===== config.mk =====
export PLATFORM = sky130hd
export DESIGN_NAME = countdown_ctrl
export DESIGN_NICKNAME = d
export VERILOG_FILES = /design/src/rtl/countdown_ctrl_pkg.sv /design/src/rtl/countdown_ctrl_down_counter_ld.sv /design/src/rtl/countdown_ctrl.sv
export SDC_FILE = /design/constraint.sdc
export NUM_CORES = 1
export LEC_CHECK = 0
export BUFFER_PORTS_ARGS = -buffer_cell sky130_fd_sc_hd__buf_2
export CORE_AREA = 2 2 39 41
export CTS_BUF_LIST = sky130_fd_sc_hd__clkbuf_4 sky130_fd_sc_hd__clkbuf_8 sky130_fd_sc_hd__clkbuf_16
export DETAILED_ROUTE_END_ITERATION = 10
export DIE_AREA = 0 0 41 43
export GPL_ROUTABILITY_DRIVEN = 1
export PLACE_DENSITY = 0.75
export SYNTH_ARGS = -nofsm -noshare
export SYNTH_HDL_FRONTEND = slang
export SYNTH_SLANG_ARGS = --single-unit

===== constraint.sdc =====
create_clock -name clk -period 2.15 [get_ports clk]
set_input_delay 0.215 -clock clk [delete_from_list [all_inputs] [get_ports clk]]
set_output_delay 0.215 -clock clk [all_outputs]
set_load 0.05 [all_outputs]

===== src/rtl/countdown_ctrl_pkg.sv =====
// Shared state encodings and widths for the countdown_ctrl sequencing controller.
package countdown_ctrl_pkg;

   localparam int CDC_STATE_W = 2;

   typedef logic [CDC_STATE_W-1:0] cdc_state_t;

   localparam cdc_state_t CDC_IDLE  = 2'd0;
   localparam cdc_state_t CDC_RUN   = 2'd1;
   localparam cdc_state_t CDC_PAUSE = 2'd2;
   localparam cdc_state_t CDC_DONE  = 2'd3;

endpackage


===== src/rtl/countdown_ctrl_down_counter_ld.sv =====
// N-bit down counter with synchronous clear/load, decrement enable and a zero flag.
// Decrement saturates at zero so the count can never wrap.
module down_counter_ld #(
   parameter int N = 5
) (
   input  logic         clk,
   input  logic         reset,
   input  logic         clear,
   input  logic         load,
   input  logic         en,
   input  logic [N-1:0] load_val,
   output logic [N-1:0] count,
   output logic         zero
);

   always_ff @(posedge clk) begin
      if (reset || clear) begin
         count <= '0;
      end else if (load) begin
         count <= load_val;
      end else if (en && (count != '0)) begin
         count <= count - N'(1);
      end
   end

   assign zero = (count == '0);

endmodule


===== src/rtl/countdown_ctrl.sv =====
// Start/pause/resume/abort sequencer for a prescaled down counter with terminal-count pulse.
// Optional periodic mode is enabled by defining CDC_AUTO_RELOAD_EN (adds the auto_reload port).
module countdown_ctrl
   import countdown_ctrl_pkg::*;
#(
   parameter int N   = 5,
   parameter int DIV = 1
) (
   input  logic                   clk,
   input  logic                   reset,
   input  logic [N-1:0]           load_val,
   input  logic                   start,
   input  logic                   pause,
   input  logic                   resume,
   input  logic                   abort,
`ifdef CDC_AUTO_RELOAD_EN
   input  logic                   auto_reload,
`endif
   output logic [N-1:0]           count,
   output logic                   busy,
   output logic                   done,
   output logic [CDC_STATE_W-1:0] state
);

   cdc_state_t   state_q, state_d;
   logic [N-1:0] ld_q, ld_d;
   logic [N-1:0] cnt_load_val;
   logic         cnt_clear, cnt_load, cnt_en, cnt_zero;
   logic         presc_clear, presc_adv, tick;
   logic         reload_req;

`ifdef CDC_AUTO_RELOAD_EN
   assign reload_req = auto_reload;
`else
   assign reload_req = 1'b0;
`endif

   generate
      if (DIV > 1) begin : g_presc
         localparam int PW = $clog2(DIV);
         logic [PW-1:0] presc_q;

         always_ff @(posedge clk) begin
            if (reset || presc_clear) begin
               presc_q <= '0;
            end else if (presc_adv) begin
               presc_q <= (presc_q == PW'(DIV - 1)) ? '0 : presc_q + PW'(1);
            end
         end

         assign tick = (presc_q == PW'(DIV - 1));
      end else begin : g_no_presc
         logic unused_presc;
         assign unused_presc = presc_clear ^ presc_adv;
         assign tick = 1'b1;
      end
   endgenerate

   always_comb begin
      state_d      = state_q;
      ld_d         = ld_q;
      cnt_clear    = 1'b0;
      cnt_load     = 1'b0;
      cnt_en       = 1'b0;
      cnt_load_val = load_val;
      presc_clear  = 1'b0;
      presc_adv    = 1'b0;
      if (abort) begin
         state_d     = CDC_IDLE;
         cnt_clear   = 1'b1;
         presc_clear = 1'b1;
      end else if (start) begin
         ld_d        = load_val;
         cnt_load    = 1'b1;
         presc_clear = 1'b1;
         state_d     = (load_val == '0) ? CDC_DONE : CDC_RUN;
      end else begin
         case (state_q)
            CDC_RUN: begin
               // pause wins over a coincident tick so the frozen value is exact
               if (pause) begin
                  state_d = CDC_PAUSE;
               end else begin
                  presc_adv = 1'b1;
                  if (tick && !cnt_zero) begin
                     cnt_en = 1'b1;
                     if (count == N'(1)) state_d = CDC_DONE;
                  end
               end
            end
            CDC_PAUSE: begin
               if (resume) state_d = CDC_RUN;
            end
            CDC_DONE: begin
               if (reload_req && (ld_q != '0)) begin
                  state_d      = CDC_RUN;
                  cnt_load     = 1'b1;
                  cnt_load_val = ld_q;
                  presc_clear  = 1'b1;
               end else begin
                  state_d = CDC_IDLE;
               end
            end
            default: ;
         endcase
      end
   end

   always_ff @(posedge clk) begin
      if (reset) begin
         state_q <= CDC_IDLE;
         ld_q    <= '0;
      end else begin
         state_q <= state_d;
         ld_q    <= ld_d;
      end
   end

   down_counter_ld #(
      .N (N)
   ) u_counter (
      .clk      (clk),
      .reset    (reset),
      .clear    (cnt_clear),
      .load     (cnt_load),
      .en       (cnt_en),
      .load_val (cnt_load_val),
      .count    (count),
      .zero     (cnt_zero)
   );

   assign state = state_q;
   assign busy  = (state_q == CDC_RUN) || (state_q == CDC_PAUSE);
   assign done  = (state_q == CDC_DONE);

endmodule

==> flow_summary.json <==
{
  "status": "finished, final reports clean",
  "yosys_warnings": 0,
  "synth_fp_nets": 80,
  "gr-total-overflow": 0,
  "core_um2": 1380,
  "fin_util_pct": 48.7,
  "cp_max_fo": 6,
  "chipWidth_um": 41,
  "vias_per_cell": 5.46,
  "ys_seq_area_share_pct": 26.6,
  "drv_cap": 0,
  "top_level_ports": 20,
  "synth_area_um2": 527,
  "cts_resized": 0,
  "synth_seq_cells": 7,
  "diodes": 0,
  "syn_to_final_growth_pct": 28.0,
  "worstSetupStartpointType": "register",
  "die_area_um2": 1760,
  "first_pass_iters": 5,
  "clkTransAtPathRegs_ns": 0.06,
  "wirelength_mm": 1.26,
  "drc": 0,
  "power_density_nw_per_um2": 529,
  "stdcell_count": 103,
  "drtAntennaViolNets": 0,
  "finalNetCount": 104,
  "netlist_instances": 64,
  "die_h_um": 43,
  "grt_max_degree": 9,
  "max-clock-path-buffers": 2,
  "worstHoldPathType": "primary input to register",
  "final_cell_mix": "buf_2, inv_1, o21ai_0, ha_1, dfxtp_1",
  "cts-buffers-inserted": 3,
  "num_rows": 14,
  "tightest_slew_ns": 0.372,
  "r2r_slack_ns": 0.43,
  "slew_headroom_pct": 74.5,
  "drive_above_1_share_pct": 34.5,
  "clock_sinks": 7,
  "worst_clock_skew_ns": 0.000307,
  "synth_area_per_cell_um2": 8.23,
  "ctsHoldBuffers": 0,
  "tns_ns": 0,
  "p_leak_uw": 0.000284,
  "rsz0062_at_grt": "no",
  "crit_type": "register to register",
  "grt_pass1_vias": 483,
  "cts_tree": "done",
  "hpwlAfterDp_mm": 1.00,
  "final_common_cell": "buf_2",
  "ys_types": 26,
  "wl_per_cell_um": 12.2,
  "grt_pass1_wl_mm": 2.09,
  "period_share_pct": 79.8,
  "clock_latency_ns": 0.25,
  "finalCriticalPeriod_ns": 1.72,
  "dp.cells": 99,
  "vdd_drop_max_mv": 0.213,
  "arrival_ns": 1.86,
  "clock.fmax_ghz": 0.583,
  "drv_slew": 0,
  "timing_hold_violations_final": 0,
  "gp_congestion": 0.810,
  "start_util_pct": 38.1,
  "end_kind": "register",
  "root_buffer": "clkbuf_4",
  "vias": 562,
  "grt_usage_pct": 18.0,
  "drt_iter0_markers": 8,
  "htree_levels": 1,
  "io_buffers": 19,
  "cts_setup_buffers": 0,
  "setup_viol": 0,
  "antenna_found_initial": 0,
  "cp.required_ns": 2.29
}
==> critical path, stage by stage, from the launching register on <==
cell and delay [ns]:
dfxtp_1 0.43, inv_1 0.07, ha_1 0.27, nor2b_1 0.13
a21boi_0 0.15, o31a_1 0.30, o31a_1 0.27
==> final cells by class <==
type,count,area (um2)
inverters,6,22.5
clock buffers,4,30.0
flip-flops and latches,7,143
fillers,140,709
repair buffers,19,95.1
well taps,16,20.0
multi-input cells,51,364
==> state kept, by name (all words and copies together) (netlist names) <==
| name | count |
|---|---|
| state | 2 |
| u_counter.count | 5 |
==> cell usage after synthesis <==
| master | instances | area share, % |
|---|---|---|
| o22ai_1 | 1 | 1.2 |
| nor2b_1 | 3 | 3.6 |
| a21oi_4 | 1 | 3.1 |
| nand3_1 | 2 | 1.9 |
| or4_1 | 2 | 2.8 |
| a21oi_1 | 4 | 3.8 |
| ha_1 | 5 | 12 |
| o21ai_0 | 5 | 4.7 |
| nor4_1 | 2 | 2.4 |
| o311ai_0 | 1 | 1.7 |
| a2111oi_0 | 1 | 1.7 |
| o211ai_1 | 1 | 1.4 |
| a21boi_0 | 2 | 2.8 |
| nor3_1 | 1 | 0.95 |
| xnor2_1 | 1 | 1.7 |
| or2_2 | 2 | 2.4 |
| o31a_1 | 3 | 5.0 |
| or3_1 | 1 | 1.2 |
| a31oi_1 | 2 | 2.4 |
| nor2_1 | 4 | 2.8 |
| inv_1 | 6 | 4.3 |
| nor3_4 | 1 | 3.1 |
| or4b_4 | 1 | 2.6 |
| nand2b_1 | 1 | 1.2 |
| nand2_1 | 4 | 2.8 |
| dfxtp_1 | 7 | 27 |
==> cell families (layout without fill, tap and decap cells) <==
family | after synthesis | count (layout) | share of synthesized area (%)
buffers and inverters | 6 | 29 | 4.28
DFF | 7 | 7 | 26.6
adders and majority gates | 5 | 5 | 11.9
and+or+nand+nor | 24 | 24 | 27.8
xor gates and xnor gates | 1 | 1 | 1.66
AOI/OAI and AO/OA | 21 | 21 | 27.8
==> through the flow <==
stage	instance area (um2)	setup WS [ns]	total power, uW	hold slack [ns]
floorplan	529	0.0647	194	0.347
global placement	644	0.489	219	0.497
detailed placement	644	0.436	221	0.500
CTS	674	0.421	357	0.233
global route	674	0.264	376	0.233
finish	674	0.435	357	0.228
==> worst paths after layout <==
| kind | start | endpoint | cells past startpoint |
|---|---|---|---|
| worst max-delay path | u_counter.count[0] | state[0] | 6 |
| worst max register to register | u_counter.count[0] | state[0] | 6 |
| worst min-delay path | load_val[4] | u_counter.count[4] | 3 |
| worst min register to register | u_counter.count[1] | u_counter.count[1] | 2 |
==> power breakdown <==
group	switching [uW]	internal (uW)	leakage, uW	total, uW
Combinational	49.3	27.4	0.000207	76.7
Clock	55.1	83.9	0.0000184	139
Sequential	6.55	134	0.0000578	141
==> layer usage <==
| layer | share of wire, % | vias to the layer above | track usage [%] |
|---|---|---|---|
| li1 | - | 285 | - |
| met1 | 44 | 252 | 22.8 |
| met2 | 47 | 21 | 26.3 |
| met3 | 5.6 | 4 | 4.71 |
| met4 | 2.5 | 0 | 10.0 |
| met5 | 0 | - | 0 |
Power figures use the tool's default switching activity.
